--- config.mk ---
export PLATFORM = sky130hd
export DESIGN_NAME = iterative_square
export DESIGN_NICKNAME = d
export VERILOG_FILES = /design/src/rtl/iterative_square_pkg.sv /design/src/rtl/iterative_square_dp.sv /design/src/rtl/iterative_square.sv
export SDC_FILE = /design/constraint.sdc
export NUM_CORES = 1
export LEC_CHECK = 0
export ABC_AREA = 1
export CAP_MARGIN = 25
export CORE_ASPECT_RATIO = 0.5
export CORE_MARGIN = 1.5
export CORE_UTILIZATION = 45
export DETAILED_ROUTE_END_ITERATION = 12
export PLACE_DENSITY = 0.67
export SLEW_MARGIN = 20
export SYNTH_ARGS = -nofsm -noshare
export SYNTH_HDL_FRONTEND = slang
export SYNTH_SLANG_ARGS = --single-unit
--- constraint.sdc ---
create_clock -name clk -period 3 [get_ports clk]
set_input_delay 0.6 -clock clk [delete_from_list [all_inputs] [get_ports clk]]
set_output_delay 0.6 -clock clk [all_outputs]
set_load 0.01 [all_outputs]
--- src/rtl/iterative_square_pkg.sv ---
// Shared types and constants for the iterative shift-add squarer.
package iterative_square_pkg;

    localparam int DEFAULT_WIDTH = 8;

    typedef enum logic [1:0] {
        S_IDLE    = 2'd0,
        S_COMPUTE = 2'd1,
        S_DONE    = 2'd2
    } state_t;

    // Iteration counter width; a 1-bit operand still needs a 1-bit counter.
    function automatic int cnt_width(input int width);
        return (width > 1) ? $clog2(width) : 1;
    endfunction

    localparam int DEFAULT_CNT_W = cnt_width(DEFAULT_WIDTH);

endpackage

--- src/rtl/iterative_square_dp.sv ---
// Shift-add datapath: one multiplier bit is consumed per step, accumulating r*r.
module iterative_square_dp
    import iterative_square_pkg::*;
#(
    parameter int WIDTH = DEFAULT_WIDTH,
    localparam int CW = cnt_width(WIDTH)
) (
    input  logic               i_clk,
    input  logic               i_rst_n,
    input  logic               i_load,
    input  logic               i_step,
    input  logic [WIDTH-1:0]   i_operand,
    output logic [2*WIDTH-1:0] o_acc,
    output logic               o_last
);

    logic [2*WIDTH-1:0] r_mcand;
    logic [2*WIDTH-1:0] r_acc;
    logic [WIDTH-1:0]   r_mplier;
    logic [CW-1:0]      r_cnt;

    always_ff @(posedge i_clk or negedge i_rst_n) begin
        if (!i_rst_n) begin
            r_mcand  <= '0;
            r_acc    <= '0;
            r_mplier <= '0;
            r_cnt    <= '0;
        end else if (i_load) begin
            r_mcand  <= {{WIDTH{1'b0}}, i_operand};
            r_acc    <= '0;
            r_mplier <= i_operand;
            r_cnt    <= '0;
        end else if (i_step) begin
            // (2^W-1)^2 fits in 2W bits, so the accumulator never carries out.
            if (r_mplier[0]) begin
                r_acc <= r_acc + r_mcand;
            end
            r_mcand  <= r_mcand << 1;
            r_mplier <= r_mplier >> 1;
            r_cnt    <= r_cnt + CW'(1);
        end
    end

    assign o_acc  = r_acc;
    assign o_last = (r_cnt == CW'(WIDTH - 1));

endmodule

--- src/rtl/iterative_square.sv ---
// Iterative squarer: joins operand and start token, squares over WIDTH cycles,
// then forks the result and end token as independent valid/ready outputs.
module iterative_square
    import iterative_square_pkg::*;
#(
    parameter int WIDTH = DEFAULT_WIDTH
) (
    input  logic               clk,
    input  logic               rst,
    input  logic [WIDTH-1:0]   r,
    input  logic               r_valid,
    output logic               r_ready,
    input  logic               start_valid,
    output logic               start_ready,
    output logic [2*WIDTH-1:0] out0,
    output logic               out0_valid,
    input  logic               out0_ready,
    output logic               end_valid,
    input  logic               end_ready,
    output state_t             o_dbg_state
);

    // Handshake rule: a transfer happens on a rising edge where valid & ready;
    // valids never look at readys, and a raised valid holds its data until taken.
    state_t r_state, w_next_state;
    logic   r_out0_sent, r_end_sent;
    logic   w_out0_sent_nx, w_end_sent_nx;
    logic   w_join, w_load, w_step, w_last;
    logic   w_out0_fire, w_end_fire, w_out0_done, w_end_done;

    iterative_square_dp #(.WIDTH(WIDTH)) u_dp (
        .i_clk     (clk),
        .i_rst_n   (rst),
        .i_load    (w_load),
        .i_step    (w_step),
        .i_operand (r),
        .o_acc     (out0),
        .o_last    (w_last)
    );

    // Operand and start are consumed together or not at all.
    assign w_join      = rst & (r_state == S_IDLE) & r_valid & start_valid;
    assign r_ready     = w_join;
    assign start_ready = w_join;

    assign out0_valid  = (r_state == S_DONE) & ~r_out0_sent;
    assign end_valid   = (r_state == S_DONE) & ~r_end_sent;
    assign w_out0_fire = out0_valid & out0_ready;
    assign w_end_fire  = end_valid & end_ready;
    assign w_out0_done = r_out0_sent | w_out0_fire;
    assign w_end_done  = r_end_sent | w_end_fire;
    assign o_dbg_state = r_state;

    always_ff @(posedge clk or negedge rst) begin
        if (!rst) begin
            r_state     <= S_IDLE;
            r_out0_sent <= 1'b0;
            r_end_sent  <= 1'b0;
        end else begin
            r_state     <= w_next_state;
            r_out0_sent <= w_out0_sent_nx;
            r_end_sent  <= w_end_sent_nx;
        end
    end

    always_comb begin
        w_next_state   = r_state;
        w_out0_sent_nx = r_out0_sent;
        w_end_sent_nx  = r_end_sent;
        w_load         = 1'b0;
        w_step         = 1'b0;
        case (r_state)
            S_IDLE: begin
                if (w_join) begin
                    w_load       = 1'b1;
                    w_next_state = S_COMPUTE;
                end
            end
            S_COMPUTE: begin
                w_step = 1'b1;
                if (w_last) begin
                    w_next_state = S_DONE;
                end
            end
            S_DONE: begin
                if (w_out0_done && w_end_done) begin
                    w_out0_sent_nx = 1'b0;
                    w_end_sent_nx  = 1'b0;
                    w_next_state   = S_IDLE;
                end else begin
                    w_out0_sent_nx = w_out0_done;
                    w_end_sent_nx  = w_end_done;
                end
            end
            default: begin
                w_next_state = S_IDLE;
            end
        endcase
    end

endmodule

# [Word-level counts from Yosys, hierarchy flattened]
# Cells that the tools add are included.
[totals] reg_bits=47 latchBits=0 mem_bits_rw=0 rom_bits=0 input_bits=14 output_inout_bits=22 word_cells=50 memories=0
[op_classes] add_sub_neg=2 mul=0 div_mod_pow=0 n_lt_le_gt_ge=0 n_eq_ne=6 n_shift=0 muxes=18 bitwise_logic=11 n_reduce_logical=6
[ops] operator="two-way mux 16 bit" count=5
[ops] operator="adder 16 bit" count=1
[ops] operator="two-way mux 8 bit" count=2
[ops] operator="bitwise AND 1 bit" count=7
[ops] operator="two-way mux 2 bit" count=3
[ops] operator="two-way mux 3 bit" count=2
[ops] operator="case mux 2 bit (3 select lines)" count=1
[ops] operator="two-way mux 1 bit" count=5
[ops] operator="inequality test 2 x 1 -> 1 bit, second input constant" count=2
[ops] operator="nonzero test 2 bit" count=2
[ops] operator="adder 3 x 1 -> 3 bit, second input constant" count=1
[ops] operator="equality test 3 bit, second input constant" count=1
[ops] operator="AND reduction 3 bit" count=1
[ops] operator="equality test 2 x 1 -> 1 bit, second input constant" count=1
[ops] operator="equality test 2 bit, second input constant" count=1
[ops] operator="zero test 2 bit" count=1
[ops] operator="inequality test 2 bit, second input constant" count=1
[ops] operator="NOT 1 bit" count=2
[ops] operator="OR 1 bit" count=2
[ops] operator="AND reduction 2 bit" count=1
[ops] operator="logical AND 1 bit" count=1

# [Longest topological paths before layout]
[logic_depth] word_depth=8 mapped_depth=11 depth_no_buf=11

# [Hierarchy]
# Synthesis repeated with hierarchy kept, for this count alone.
[hier_totals] hier_cells=379 hier_area_um2=2884.0
[by_module_without_submodules] module="iterative_square_dp" instances=1 cells_per_inst=345 area_per_inst_um2=2628.8 seq_area_each_um2=1076.0
[by_module_without_submodules] module="iterative_square" instances=1 cells_per_inst=34 area_per_inst_um2=255.2 seq_area_each_um2=100.1

# [Least setup slack after synthesis]
# OpenSTA, ideal clock, no wires.
[synth_path] path_kind="input -> output" from="in rst" to="out start_ready" arrival_time_ns=1.285 required_ns=2.400 slack_ns=1.115 stages=4 n_path_buf=2 cell_sequence="nand3_1 nor2_8 buf_4 buf_4"
[synth_between] elab_chain_len=3
[synth_lines] item="from (decl)" line="iterative_square.sv:9" source="input logic rst,"
[synth_lines] item="bitwise AND 1 bit (3 in series)" line="iterative_square.sv:42" source="assign w_join = rst & (r_state == S_IDLE) & r_valid & start_valid;"
[synth_lines] item="to (decl)" line="iterative_square.sv:14" source="output logic start_ready,"
# Every way passes these cells.

# [Final worst setup path]
[layout_path] from="in r_valid" to="out r_ready"
[layout_between] elab_chain_len=2
[layout_lines] item="from (decl)" line="iterative_square.sv:11" source="input logic r_valid,"
[layout_lines] item="bitwise AND 1 bit (2 in series)" line="iterative_square.sv:42"
[layout_lines] item="to (decl)" line="iterative_square.sv:12" source="output logic r_ready,"
# Every way passes these cells.

==> metrics <==
result of the run finished clean; Unique masters post-synth 35; Inst Count DP 505; post-route setup slack 0.4891 ns; actual slew at the worst max-slew pin 0.5852 ns; fraction of layout instances using a drive strength above 1 5.882%; worst setup skew after layout 0.004309 ns; Avg Inst Size Synth 7.523 sq um; number of enable-type register cells in the synthesized netlist 0; count of yosys warnings during synthesis 0; number of fillers in the final layout 560; crit end category output port; cell depth of the worst flop-to-flop path 7; Initial Util 47.35%; number of non-filler instances in the completed layout 513; number of setup buffers added after CTS 0; final-stage net count 456; switching portion of total power 44.16%; leakage power of the design 1.924 nW; min cycle time layout 2.511 ns; flip-flop and latch count after synthesis 47; fraction of registers with async set or reset after synthesis 100.0%; type of the worst setup path in -> out; worst slew slack as a fraction of its limit 60.99%; worst-path maximum fanout 3; synthesized netlist net count 421; buffer cell driving the clock tree root clkbuf_16; sum of negative setup slack 0 ns; die boundary height 60.03 um; number of gates resized after CTS 0; gate count of the mapped netlist 389; final critical-path share of the clock period 83.70%; Routed WL 6291 um; vias 2521; vias per std cell 4.914; clock sink total 47; pin count of the biggest net entering global routing 48; aggregate global-route resource usage 20.12%; drt drc 0; 1st-iter DRT viols 147; post-detailed-placement half-perimeter wirelength 4689 um; Clk network pwr share 15.2%; sequential share of the synthesized area 40.19%; total grt overflow 0; full die area 7026 sq um; antenna diode count 0; final RePlAce weighted congestion 0.8320; worst-skew pair later-pin latency 0.28 ns; RSZ-0062 raised after global routing false; number of maximum-capacitance violations 0; internal cell power 2.082 mW; TritonCTS clock tree done; total of hold buffers inserted after clock tree synthesis 0; total count of max-transition violations in the final report 0; ANT nets after route 0; core box area 6181 sq um; launching point of the worst reg2reg path o_dbg_state[1]; routed length per instance 12.26 um; Arr. time, crit path 1.91 ns; First-pass DRT Iterations 4; area growth from synthesis to layout 18.98%; count of input and output buffers 35; number of placement rows 20; start point of the critical path r_valid; clock input transition at the sequential cells of the worst setup and hold paths 0.06 ns; final cell utilization of the core 56.34%; data required time of the critical path 2.40 ns; worst-case vdd ir drop 0.5346 mV; I/O Pins 36; Longest Clk Path Bufs 2; Netlist Area Pre-Place 2927 sq um; setup violation total in the final timing report 0; first-pass GRT wire length 10980 um; dpl ws 0.4863 ns; Most used DFF post-synth dfrtp_1; number of failing hold endpoints at the final stage 0; Hold Path Class in -> async; Die Wd 117.0 um; via count of the first global-routing pass 2425; # H-tree levels 2; Worst setup SP type input pin; part of the power in combinational logic 54.0%; register share of total power 30.8%; Switching Power 1.646 mW; CTS Buf Count 5; Power Density 1071 nW/um^2; number of antenna violations at the first check in global routing 0; highest clock rate 398.3 MHz
[metal layers]
layer  part of all wire (%)  GRT usage (%)  vias to the layer above
met5                      0              0                        -
met4                   0.68          4.131                        0
met3                    3.4          3.550                        4
met2                     47          34.75                       42
met1                     49          27.05                     1171
li1                       -              -                     1304
[cell usage in the layout, fill, tap and decap left out, types with 2 or more instances in the layout]
cell type / count
a32o_1: 2
buf_4: 2
or2_2: 4
clkdlybuf4s50_1: 34
nand3_1: 21
a22oi_1: 9
clkbuf_16: 5
nor2_1: 37
a21oi_1: 13
nor3_1: 4
nand2_1: 106
nor2_4: 3
inv_1: 73
o21ai_0: 13
a22o_1: 2
ha_1: 17
nand3b_1: 2
inv_2: 2
o22ai_1: 11
dfrtp_1: 47
[cell type report]
type | count | area [sq um] | area share (%)
Clock buffer | 7 | 142.6 | 4.096
Clock inverter | 1 | 8.758 | 0.2515
Sequential cell | 47 | 1176 | 33.78
Timing Repair Buffer | 37 | 360.3 | 10.35
Inverter | 76 | 287.8 | 8.264
Tap cell | 88 | 110.1 | 3.162
Multi-Input combinational cell | 257 | 1396 | 40.10
[cell usage after synthesis (3+ instances only)]
cell / instances / share of area [%]
buf_4: 4 / 1.0
o22ai_1: 11 / 2.4
or2_2: 4 / 0.85
nand2_1: 106 / 14
nor3_1: 4 / 0.68
ha_1: 17 / 7.3
nor2_4: 3 / 1.2
inv_1: 73 / 9.4
dfrtp_1: 47 / 40
a22oi_1: 9 / 2.3
o21ai_0: 13 / 2.2
a21oi_1: 13 / 2.2
nand3_1: 21 / 3.6
nor2_1: 37 / 4.7
[path summary, 6_finish.rpt]
| kind | endpoint | slack (ns) |
|---|---|---|
| min in group clk | u_dp.r_mplier[0] | 0.49 |
| worst min register to register | u_dp.r_mplier[0] | 0.49 |
| worst max-delay path | r_ready | 0.49 |
| worst min-delay path | u_dp.r_mplier[2] | 0.43 |
| max in group asynchronous | u_dp.o_acc[11] | 2.16 |
| worst max register to register | u_dp.o_acc[5] | 0.88 |
[cells by family after synthesis]
family,Yosys count,share of synthesized area [%]
AOI/OAI and AO/OA,55,11.93
buffers and inverters,85,12.10
xor gates and xnor gates,2,0.5987
adders and majority gates,18,7.952
and+or+nand+nor,182,27.23
DFF,47,40.19
[critical path, cell delays in order]
cell	delay (ns)
clkdlybuf4s50_1	0.46
nand3_1	0.17
nor2_8	0.15
clkdlybuf4s50_1	0.54
[power by group through the flow]
stage          registers [mW]  logic, mW  clock network, mW
2_1_floorplan            1.14       1.45                  0
3_3_place_gp             1.15       1.94                  0
3_5_place_dp             1.16       2.00                  0
4_1_cts                  1.15       2.02              0.576
5_1_grt                  1.18       2.32              0.601
6_report                 1.15       2.01              0.567
[registers in the layout (all words and copies together) (netlist names)]
| signal | flops |
|---|---|
| u_dp.r_mplier | 8 |
| u_dp.o_acc | 16 |
| r_out0_sent | 1 |
| u_dp.r_cnt | 3 |
| u_dp.r_mcand | 16 |
| r_end_sent | 1 |
| o_dbg_state | 2 |
[through the flow]
stage	hold WS [ns]	power (mW)	cell area, sq um
2_1_floorplan	0.3044	2.595	2927
3_3_place_gp	0.4667	3.094	3331
3_5_place_dp	0.4746	3.158	3331
4_1_cts	0.4778	3.744	3482
5_1_grt	0.5118	4.107	3482
6_report	0.4266	3.728	3482
Note: power is estimated with default switching activity, not from simulation.
